<file path="config.mk">
export PLATFORM = sky130hd
export DESIGN_NAME = fetch_unit_flat
export DESIGN_NICKNAME = d
export VERILOG_FILES = /design/src/rtl/fetch_unit_pkg.sv /design/src/rtl/fetch_unit_if.sv /design/src/rtl/fetch_unit_fifo.sv /design/src/rtl/fetch_unit.sv /design/src/flat_wrapper.sv
export SDC_FILE = /design/constraint.sdc
export NUM_CORES = 1
export LEC_CHECK = 0
export ABC_AREA = 0
export CAP_MARGIN = 10
export CORE_ASPECT_RATIO = 1.1
export CORE_MARGIN = 4
export CORE_UTILIZATION = 50
export CTS_CLUSTER_DIAMETER = 120
export DETAILED_ROUTE_END_ITERATION = 8
export GPL_TIMING_DRIVEN = 0
export PLACE_DENSITY = 0.7
export SLEW_MARGIN = 25
export SYNTH_ARGS = -nofsm -noshare
export SYNTH_HDL_FRONTEND = slang
export SYNTH_SLANG_ARGS = --single-unit
</file>
<file path="constraint.sdc">
create_clock -name i_clk -period 5.5 [get_ports i_clk]
set_clock_uncertainty 0.05 [all_clocks]
set_input_delay 0.55 -clock i_clk [delete_from_list [all_inputs] [get_ports i_clk]]
set_output_delay 0.55 -clock i_clk [all_outputs]
set_load 0.05 [all_outputs]
</file>
<file path="src/rtl/fetch_unit_pkg.sv">
`default_nettype none
// +------------------------------------------------------------------+
// | fetch_unit_pkg : opcode constants and immediate decode helpers   |
// | rev 1.0                                                          |
// +------------------------------------------------------------------+
package fetch_unit_pkg;

   localparam logic [6:0] OP_JAL    = 7'b1101111;
   localparam logic [6:0] OP_BRANCH = 7'b1100011;

   typedef enum logic [1:0] {
      PRED_NONE   = 2'd0,
      PRED_JAL    = 2'd1,
      PRED_BRANCH = 2'd2
   } pred_e;

   // Counters must hold 0..depth inclusive.
   function automatic int cnt_width(input int depth);
      return $clog2(depth) + 1;
   endfunction

   function automatic logic [31:0] imm_j(input logic [31:0] instr);
      return {{11{instr[31]}}, instr[31], instr[19:12], instr[20], instr[30:21], 1'b0};
   endfunction

   function automatic logic [31:0] imm_b(input logic [31:0] instr);
      return {{19{instr[31]}}, instr[31], instr[7], instr[30:25], instr[11:8], 1'b0};
   endfunction

   // JAL always taken; conditional branches only when the offset is negative.
   function automatic pred_e classify(input logic [31:0] instr);
      if (instr[6:0] == OP_JAL)
         return PRED_JAL;
      if ((instr[6:0] == OP_BRANCH) && instr[31])
         return PRED_BRANCH;
      return PRED_NONE;
   endfunction

endpackage
`default_nettype wire

</file>
<file path="src/rtl/fetch_unit_if.sv">
`default_nettype none
// +------------------------------------------------------------------+
// | fetch_unit_if : memory-side and decode-side fetch signals        |
// | rev 1.0                                                          |
// +------------------------------------------------------------------+
interface fetch_unit_if #(
   parameter int XLEN = 32
);
   logic            o_ifReq;
   logic [XLEN-1:0] o_ifAddr;
   logic            i_ifReady;
   logic            i_ifValid;
   logic [31:0]     i_instr;
   logic            o_valid;
   logic [31:0]     o_instr;
   logic [XLEN-1:0] o_pc;
   logic            o_predTaken;
   logic            i_ready;
   logic            i_redirect;
   logic [XLEN-1:0] i_redirectPc;

   modport master (
      output o_ifReq, o_ifAddr, o_valid, o_instr, o_pc, o_predTaken,
      input  i_ifReady, i_ifValid, i_instr, i_ready, i_redirect, i_redirectPc
   );

   modport slave (
      input  o_ifReq, o_ifAddr, o_valid, o_instr, o_pc, o_predTaken,
      output i_ifReady, i_ifValid, i_instr, i_ready, i_redirect, i_redirectPc
   );
endinterface
`default_nettype wire

</file>
<file path="src/rtl/fetch_unit_fifo.sv">
`default_nettype none
// +------------------------------------------------------------------+
// | fetch_fifo : synchronous FIFO with flush and occupancy count     |
// | rev 1.0                                                          |
// +------------------------------------------------------------------+
module fetch_fifo
   import fetch_unit_pkg::*;
#(
   parameter int WIDTH = 65,
   parameter int DEPTH = 4
) (
   input  logic                        i_clk,
   input  logic                        i_rst_n,
   input  logic                        i_flush,
   input  logic                        i_push,
   input  logic [WIDTH-1:0]            i_data,
   input  logic                        i_pop,
   output logic                        o_valid,
   output logic [WIDTH-1:0]            o_data,
   output logic [cnt_width(DEPTH)-1:0] o_count,
   output logic                        o_full
);
   localparam int CW = cnt_width(DEPTH);
   localparam int PW = $clog2(DEPTH);

   logic [WIDTH-1:0] mem_q [DEPTH];
   logic [PW-1:0]    rdPtr_q, rdPtr_d;
   logic [PW-1:0]    wrPtr_q, wrPtr_d;
   logic [CW-1:0]    cnt_q, cnt_d;
   logic             w_push;
   logic             w_pop;

   assign o_full  = (cnt_q == CW'(DEPTH));
   assign o_valid = (cnt_q != '0);
   assign o_data  = mem_q[rdPtr_q];
   assign o_count = cnt_q;

   // Flush wins over any same-cycle push or pop.
   assign w_push = i_push && !o_full && !i_flush;
   assign w_pop  = i_pop && o_valid && !i_flush;

   always_comb begin
      rdPtr_d = rdPtr_q;
      wrPtr_d = wrPtr_q;
      cnt_d   = cnt_q;
      if (i_flush) begin
         rdPtr_d = '0;
         wrPtr_d = '0;
         cnt_d   = '0;
      end else begin
         if (w_push)
            wrPtr_d = wrPtr_q + PW'(1);
         if (w_pop)
            rdPtr_d = rdPtr_q + PW'(1);
         cnt_d = cnt_q + CW'(w_push) - CW'(w_pop);
      end
   end

   always_ff @(posedge i_clk or negedge i_rst_n) begin
      if (!i_rst_n) begin
         rdPtr_q <= '0;
         wrPtr_q <= '0;
         cnt_q   <= '0;
         for (int i = 0; i < DEPTH; i++)
            mem_q[i] <= '0;
      end else begin
         rdPtr_q <= rdPtr_d;
         wrPtr_q <= wrPtr_d;
         cnt_q   <= cnt_d;
         if (w_push)
            mem_q[wrPtr_q] <= i_data;
      end
   end

endmodule
`default_nettype wire

</file>
<file path="src/rtl/fetch_unit.sv">
`default_nettype none
// +------------------------------------------------------------------+
// | fetch_unit : prefetching RV32I fetch front end, static predict   |
// | rev 1.0                                                          |
// +------------------------------------------------------------------+
module fetch_unit
   import fetch_unit_pkg::*;
#(
   parameter int              XLEN     = 32,
   parameter int              DEPTH    = 4,
   parameter logic [XLEN-1:0] RESET_PC = '0,
   parameter bit              PREDICT  = 1'b1
) (
   input  logic         i_clk,
   input  logic         i_rst_n,
   fetch_unit_if.master bus
);
   localparam int CW = cnt_width(DEPTH);
   localparam int EW = XLEN + 33;

   logic [XLEN-1:0] fetchPc_q, fetchPc_d;
   logic [XLEN-1:0] respPc_q, respPc_d;
   logic [CW-1:0]   outst_q, outst_d;
   logic [CW-1:0]   drop_q, drop_d;

   logic [CW-1:0]   w_count;
   logic            w_full;
   logic            w_valid;
   logic [EW-1:0]   w_headData;
   logic            w_resp;
   logic            w_keep;
   logic            w_push;
   logic            w_pop;
   logic            w_credit;
   logic            w_ifReq;
   logic            w_accept;
   logic            w_predRedirect;
   pred_e           w_kind;
   logic [31:0]     w_imm;
   logic [XLEN-1:0] w_target;
   logic [XLEN-1:0] w_redirectPc;

   // A response with nothing outstanding is a protocol violation and is ignored.
   assign w_resp = bus.i_ifValid && (outst_q != '0);
   assign w_keep = w_resp && (drop_q == '0) && !bus.i_redirect;

   assign w_kind         = PREDICT ? classify(bus.i_instr) : PRED_NONE;
   assign w_predRedirect = w_keep && (w_kind != PRED_NONE);
   assign w_imm          = (w_kind == PRED_JAL) ? imm_j(bus.i_instr) : imm_b(bus.i_instr);
   assign w_target       = respPc_q + XLEN'($signed(w_imm));
   assign w_redirectPc   = {bus.i_redirectPc[XLEN-1:2], 2'b00};

   // Credit uses the pre-pop count so the queue can never overflow.
   assign w_credit = ({1'b0, w_count} + {1'b0, outst_q}) < (CW+1)'(DEPTH);
   assign w_ifReq  = i_rst_n && !bus.i_redirect && !w_predRedirect && w_credit;
   assign w_accept = w_ifReq && bus.i_ifReady;

   assign w_push = w_keep && !w_full;
   assign w_pop  = w_valid && bus.i_ready;

   always_comb begin
      fetchPc_d = fetchPc_q;
      respPc_d  = respPc_q;
      outst_d   = outst_q + CW'(w_accept) - CW'(w_resp);
      drop_d    = drop_q;
      if (bus.i_redirect) begin
         // Everything still in flight belongs to the squashed path.
         fetchPc_d = w_redirectPc;
         respPc_d  = w_redirectPc;
         drop_d    = outst_q - CW'(w_resp);
      end else if (w_predRedirect) begin
         fetchPc_d = w_target;
         respPc_d  = w_target;
         drop_d    = outst_q - CW'(1);
      end else begin
         if (w_accept)
            fetchPc_d = fetchPc_q + XLEN'(4);
         if (w_keep)
            respPc_d = respPc_q + XLEN'(4);
         if (w_resp && (drop_q != '0))
            drop_d = drop_q - CW'(1);
      end
   end

   always_ff @(posedge i_clk or negedge i_rst_n) begin
      if (!i_rst_n) begin
         fetchPc_q <= RESET_PC;
         respPc_q  <= RESET_PC;
         outst_q   <= '0;
         drop_q    <= '0;
      end else begin
         fetchPc_q <= fetchPc_d;
         respPc_q  <= respPc_d;
         outst_q   <= outst_d;
         drop_q    <= drop_d;
      end
   end

   fetch_fifo #(
      .WIDTH (EW),
      .DEPTH (DEPTH)
   ) u_fifo (
      .i_clk   (i_clk),
      .i_rst_n (i_rst_n),
      .i_flush (bus.i_redirect),
      .i_push  (w_push),
      .i_data  ({bus.i_instr, respPc_q, w_predRedirect}),
      .i_pop   (w_pop),
      .o_valid (w_valid),
      .o_data  (w_headData),
      .o_count (w_count),
      .o_full  (w_full)
   );

   assign bus.o_ifReq     = w_ifReq;
   assign bus.o_ifAddr    = fetchPc_q;
   assign bus.o_valid     = w_valid;
   assign bus.o_instr     = w_headData[EW-1 -: 32];
   assign bus.o_pc        = w_headData[XLEN:1];
   assign bus.o_predTaken = w_headData[0];

endmodule
`default_nettype wire

</file>
<file path="src/flat_wrapper.sv">
// flat-port wrapper written by rule: the top's interface ports become plain ports
module fetch_unit_flat import fetch_unit_pkg::*;
#(
   parameter int              XLEN     = 32,
   parameter int              DEPTH    = 4,
   parameter logic [XLEN-1:0] RESET_PC = '0,
   parameter bit              PREDICT  = 1'b1
)
  (i_clk, i_rst_n, bus_o_ifReq, bus_o_ifAddr, bus_o_valid, bus_o_instr, bus_o_pc, bus_o_predTaken, bus_i_ifReady, bus_i_ifValid, bus_i_instr, bus_i_ready, bus_i_redirect, bus_i_redirectPc);
  fetch_unit_if #(.XLEN(XLEN)) bus_i ();
  input  logic i_clk;
  input  logic i_rst_n;
  output wire logic [$bits(bus_i.o_ifReq)-1:0] bus_o_ifReq;
  output wire logic [$bits(bus_i.o_ifAddr)-1:0] bus_o_ifAddr;
  output wire logic [$bits(bus_i.o_valid)-1:0] bus_o_valid;
  output wire logic [$bits(bus_i.o_instr)-1:0] bus_o_instr;
  output wire logic [$bits(bus_i.o_pc)-1:0] bus_o_pc;
  output wire logic [$bits(bus_i.o_predTaken)-1:0] bus_o_predTaken;
  input wire logic [$bits(bus_i.i_ifReady)-1:0] bus_i_ifReady;
  input wire logic [$bits(bus_i.i_ifValid)-1:0] bus_i_ifValid;
  input wire logic [$bits(bus_i.i_instr)-1:0] bus_i_instr;
  input wire logic [$bits(bus_i.i_ready)-1:0] bus_i_ready;
  input wire logic [$bits(bus_i.i_redirect)-1:0] bus_i_redirect;
  input wire logic [$bits(bus_i.i_redirectPc)-1:0] bus_i_redirectPc;
  assign bus_o_ifReq = bus_i.o_ifReq;
  assign bus_o_ifAddr = bus_i.o_ifAddr;
  assign bus_o_valid = bus_i.o_valid;
  assign bus_o_instr = bus_i.o_instr;
  assign bus_o_pc = bus_i.o_pc;
  assign bus_o_predTaken = bus_i.o_predTaken;
  assign bus_i.i_ifReady = bus_i_ifReady;
  assign bus_i.i_ifValid = bus_i_ifValid;
  assign bus_i.i_instr = bus_i_instr;
  assign bus_i.i_ready = bus_i_ready;
  assign bus_i.i_redirect = bus_i_redirect;
  assign bus_i.i_redirectPc = bus_i_redirectPc;
  fetch_unit #(.XLEN(XLEN), .DEPTH(DEPTH), .RESET_PC(RESET_PC), .PREDICT(PREDICT)) u_core (.i_clk(i_clk), .i_rst_n(i_rst_n), .bus(bus_i));
endmodule
</file>
=== Yosys cells after proc, flatten, opt, wreduce, memory -nomap -nowiden ===
Cells that the tools add are included.

* Add/subtract/negate cells: 13
* Magnitude comparators: 4
* Eq/ne operators: 4
* Muxes and demuxes: 28
* Bitwise operators: 2
* Reduce and logical (&&, ||, !) cells: 30

{| class="wikitable"
|+ Operators with widths
! kind !! count
|-
| $bwmux W260 || 1
|-
| $mux W65 || 3
|-
| $mux W32 || 6
|-
| $bmux W65 S2 || 1
|-
| $demux W65 S2 || 1
|-
| $add A32 B3 Y32 const B || 2
|-
| $add A32 B32 Y32 || 1
|-
| $mux W20 || 1
|-
| $reduce_bool A3 Y1 || 6
|-
| $logic_and A1 B1 Y1 || 17
|-
| $mux W2 || 8
|-
| $eq A7 B7 Y1 const B || 2
|-
| $mux W3 || 4
|-
| $sub A3 B1 Y3 || 3
|-
| $add A3 B1 Y3 || 2
|-
| $ge A3 B3 Y1 const B || 2
|-
| $not A2 Y3 || 2
|-
| $reduce_bool A2 Y1 || 3
|-
| $sub A3 B1 Y3 const B || 2
|-
| $add A2 B1 Y2 const B || 2
|-
| $add A3 B3 Y4 || 1
|-
| $lt A4 B3 Y1 const B || 1
|-
| $eq A3 B3 Y1 const B || 1
|-
| $logic_not A1 Y1 || 3
|-
| 4 further kinds || 6
|}

* Register bits: 337
* Output and inout port bits: 99
* Word-level logic and storage cells: 92

=== Logic depth before layout (Yosys ltp) ===
* Word-level depth: 15
* Depth in mapped cells: 16
* Gate-level depth less buffers: 14

=== Hierarchy ===
Synthesis repeated with hierarchy kept, for this count alone.

* Cells, all modules: 1,488
* Area total of the unflattened synthesis: 18,702.9 um^2

{| class="wikitable"
|+ By module, submodules not included
! module !! times used !! cells an instance !! area an instance (um^2) !! sequential area each (um^2)
|-
| fetch_fifo || 1 || 676 || 12,167.9 || 6,681.4
|-
| fetch_unit || 1 || 812 || 6,535.0 || 1,726.7
|}

=== Worst setup path before layout ===
No wires, ideal clock.

* Path type: input to register
* Start point: input bus_i_instr[5]
* End point: register u_core.respPc_q[21]
* Data arrival time: 3,740 ps
* Path slack: 1,584 ps
* Cell stages on the path: 15
* Path through: nor2b_1 -> nand4_1 -> nor2_1 -> clkbuf_1 -> mux2_2 -> ha_1 -> fa_1 -> a21oi_1 -> o21ai_0 -> nor2_1 -> o31ai_1 -> a211o_1 -> xnor2_1 -> nand2_1 -> a221o_1

* Word-level cells in the longest chain between the ends: 11
* Elaborated cells on any way between the ends: 17
* Classes of those cells: add/sub (1); eq/ne (3); mux (9); reduce/logical (4)

{| class="wikitable"
|+ Ends and longest elaborated chain
! element !! RTL line !! text
|-
| start, declared || flat_wrapper.sv:21 || <nowiki>input wire logic [$bits(bus_i.i_instr)-1:0] bus_i_instr;</nowiki>
|-
| $eq A7 B7 Y1 || fetch_unit_pkg.sv:34 || <nowiki>if ((instr[6:0] == OP_BRANCH) && instr[31])</nowiki>
|-
| $logic_and A1 B1 Y1 || fetch_unit_pkg.sv:34 ||
|-
| $mux W1 (2 in series) || fetch_unit_pkg.sv:34 ||
|-
| $mux W2 || fetch_unit_pkg.sv:36 || <nowiki>return PRED_NONE;</nowiki>
|-
| $mux W2 * || fetch_unit_pkg.sv:34 ||
|-
| $eq A2 B1 Y1 || fetch_unit.sv:49 || <nowiki>assign w_imm = (w_kind == PRED_JAL) ? imm_j(bus.i_instr) : imm_b(bus.i_instr);</nowiki>
|-
| $mux W20 || fetch_unit.sv:49 ||
|-
| $add A32 B32 Y32 || fetch_unit.sv:50 || <nowiki>assign w_target = respPc_q + XLEN'($signed(w_imm));</nowiki>
|-
| $mux W32 || fetch_unit.sv:71 || <nowiki>end else if (w_predRedirect) begin</nowiki>
|-
| $mux W32 || fetch_unit.sv:66 || <nowiki>if (bus.i_redirect) begin</nowiki>
|-
| end signal, assigned || fetch_unit.sv:93 || <nowiki>respPc_q <= respPc_d;</nowiki>
|-
| end, declared || fetch_unit.sv:22 || <nowiki>logic [XLEN-1:0] respPc_q, respPc_d;</nowiki>
|}

Every way passes the cells marked *; elsewhere a longest branch is shown, timed or not. The select of a mux whose other input is x is not followed.
A chain may end at the register's enable or synchronous reset.

=== Final worst setup path ===
* Start point: input bus_i_instr[5]
* End point: register u_core.respPc_q[27]

The elaborated chain is that of the path after synthesis.

==> impl_metrics.py <==
metrics = {
    "synth": {
        "seq_area_frac_synth_pct": 46.19,
        "synthCells": 1542,
        "synth-xor-area-share_pct": 2.824,
        "ys_ff_latch": 332,
        "yosys.area_share.simple_pct": 9.168,
        "yosys_warnings": 0,
        "synth_compound_area_share_pct": 11.24,
        "synth_top_family_by_area": "multiplexers",
        "synth_edf_count": 0,
        "synth_area_um2": 17990,
        "synthMuxAreaShare_pct": 23.95,
        "ys.flop_type": "dfrtp_1",
        "synth_top_cells_by_area": "dfrtp_1 46%, mux2_2 16%, mux4_2 8.0%",
        "syn-num-nets": 1660,
        "yosysTopAreaCell": "dfrtp_1",
        "synth_fa_ha_area_share_pct": 3.464,
        "yosysUniqueCellTypes": 79,
        "synth.top_cell.area_share_pct": 46.19,
        "synth_area_per_cell_um2": 11.66,
        "ys_async_sr_fraction_pct": 100.0,
    },
    "worst_setup_path": {
        "crit_type": "input pin to flop",
        "worst_r2r_endpoint": "u_core.bus.o_ifAddr[28]",
        "path_max_fanout": 10,
        "crit_path_start_kind": "input pin",
        "cp.required_ps": 5830,
        "regToRegSetupSlack_ps": 2060,
        "rr_worst_depth": 9,
        "critical_path_arrival_ps": 5530,
        "reg2reg_from": "u_core.respPc_q[2]",
        "cp-end-kind": "flop",
    },
    "min_path": {
        "hold_path_end": "u_core.u_fifo.mem_q[16]",
        "worstHoldPathType": "flop to flop",
        "hold_depth": 2,
        "hold_start": "u_core.u_fifo.mem_q[16]",
    },
    "detailed_routing": {
        "wl_met3_um": 3451,
        "dr_wl_met2_um": 24490,
        "vias": 13826,
        "wirelength_um": 52310,
        "first_pass_iters": 7,
        "ant_nets": 0,
        "drc_errors": 0,
        "wl_met1_um": 22650,
        "wl_per_cell_um": 23.18,
        "first_iter_violations": 1172,
        "topRoutingLayerUsed": "met4",
        "vias_per_cell": 6.129,
    },
    "cells_and_area": {
        "layout.nets": 1867,
        "final_layout_size_suffix_gt1_share_pct": 24.45,
        "final_common_cell": "dfrtp_1",
        "syn2layout_area_growth_pct": 20.17,
        "final_util_pct": 61.21,
        "design_area_um2": 21620,
        "diodes": 0,
        "layout_common_cells": "332 x dfrtp_1, 251 x mux2_2, 164 x clkdlybuf4s50_1",
    },
    "run_status": {
        "outcome": "finished, final reports clean",
    },
    "cts": {
        "clk_latency_ps": 540,
        "htree_levels": 2,
        "cts_sinks": 332,
        "clkTransAtPathRegs_ps": 60,
        "cts-root-buf": "clkbuf_16",
        "clockBufferDepth": 3,
        "cts_tree": "done",
        "cts_buffers": 36,
    },
    "timing": {
        "finalSetupViolCount": 0,
        "fmaxAchievable_mhz": 192.0,
        "hold_viol_final": 0,
        "max_slew_margin_pct": 34.53,
        "setup_tns_ps": 0,
        "slew_viol_final": 0,
        "fin_crit_sh_pct": 94.67,
        "grt_setup_unrepaired": "false",
        "tightest_slew_ps": 982.0,
        "period_minus_slack_ps": 5207,
    },
    "run": {
        "drv_cap": 0,
    },
    "die": {
        "start_util_pct": 50.94,
        "rows": 72,
        "die_x_um": 188.8,
        "pin_count": 169,
        "die_h_um": 206.9,
        "core_area_um2": 35310,
        "dieArea_um2": 39080,
    },
    "global_route": {
        "gr-total-overflow": 0,
        "grt_pass1_vias": 14171,
        "grt_pass1_wl_um": 81840,
        "grt_antenna_before_repair": 0,
        "grt_start_max_net_pins": 97,
        "grtUsageTotal_pct": 26.83,
    },
    "pwr": {
        "powerDensity_nw_per_um2": 492.7,
        "finalPower_mw": 10.65,
        "peakVddDrop_mv": 0.2786,
        "leakage_nw": 9.566,
    },
    "placement": {
        "gp_congestion": 0.9441,
        "placed_area_um2": 20340,
        "port_buffers": 165,
        "dp_hpwl_um": 38150,
    },
}
-- synthesized netlist by cell type (4+ instances only) --
cell      instances
nand2_1         110
o21bai_1          4
o22ai_1           5
buf_2            23
nor3_1           16
and3_1           15
o21ai_1           6
o31ai_1          13
or3_1             7
dfrtp_1         332
and4_1            5
a211o_1           7
o211ai_1          8
nand4_1          20
a211oi_1          6
xor2_1           22
mux2_2          251
mux2i_1           4
or2_2             4
clkbuf_1         50
a21boi_0          4
mux4_2           64
o21a_1            9
nor2b_1           6
nor2_1           88
buf_4             4
inv_1            23
nand3_1          35
a21o_1           21
o21ai_0          86
a22oi_1          12
buf_1            15
a21oi_1          79
ha_1             45
a31oi_1          22
xnor2_1          36
nand2b_1          5
buf_6             8
and2_1            9
-- state kept, by name, summed over array words and instances (netlist names) --
register and flops:
u_core.u_fifo.mem_q 256, u_core.bus.o_ifAddr 32, u_core.respPc_q 31, u_core.drop_q 3
u_core.outst_q 3, u_core.u_fifo.o_count 3, u_core.u_fifo.rdPtr_q 2, u_core.u_fifo.wrPtr_q 2
-- metal layers --
layer	global-route usage [%]	vias to the layer above
li1	-	6122
met1	37.33	6965
met2	43.86	615
met3	4.020	124
met4	8.980	0
met5	0	-
-- cell families after synthesis --
group                    after synthesis
AO/OA/AOI/OAI                        317
XOR/XNOR                              58
adder cells (fa/ha/maj)               48
buffers and inverters                123
flip-flops                           332
multiplexers                         319
other                                  1
AND/OR/NAND/NOR                      344
-- worst max-delay path, cell delays in order --
cell and delay [ps]:
clkdlybuf4s50_1 560, nor2b_1 160, nand4_1 370, nor2_2 440, clkbuf_1 410, mux2_2 430
ha_1 240, fa_1 410, a21oi_1 190, o21ai_0 190, o211ai_1 300, nand2_1 150
a31oi_1 440, o21ai_0 200, xnor2_1 350, o211ai_1 130
-- how the worst max path moves through the flow --
stage          slack [ps]      startpoint                  endpoint  cells after the start
6_report              290  bus_i_instr[5]       u_core.respPc_q[27]                     16
5_1_grt               110  bus_i_instr[5]       u_core.respPc_q[27]                     16
4_1_cts               340  bus_i_instr[5]       u_core.respPc_q[27]                     16
3_5_place_dp         -190  bus_i_instr[5]       u_core.respPc_q[27]                     16
3_3_place_gp       -10490         i_rst_n  u_core.u_fifo.mem_q[229]                      1
2_1_floorplan        1580  bus_i_instr[5]       u_core.respPc_q[21]                     15
-- power breakdown --
| group | total (mW) | internal (mW) | switching, mW |
|---|---|---|---|
| combinational | 4.62 | 1.88 | 2.74 |
| sequential | 3.42 | 3.00 | 0.422 |
| clock | 2.60 | 1.58 | 1.02 |
| total | 10.6 | 6.46 | 4.19 |
-- final cells by class --
class	count	area [µm²]
well taps	481	601.8
plain buffers	100	480.5
flip-flops and latches	332	8308
repair buffers	169	1749
clock inverters	13	205.2
multi-input cells	1087	9125
inverters	23	86.33
fillers	2866	13700
clock buffers	51	1060
-- timing repair --
item,CTS,global route
hold endpoints to repair,75,0
resized for setup,0,1
hold buffers,1,0
setup endpoints to repair,0,1
setup buffers,0,0
-- per-stage QoR --
stage	instances	setup slack, ps	hold slack, ps
finish	2256	293.0	430.5
detailed placement	2191	-187.1	416.3
global placement	2188	-10490	406.5
floorplan	1542	1584	204.4
CTS	2256	344.7	430.0
global route	2256	107.9	452.0
No activity file was read; power rests on OpenSTA's default activity.
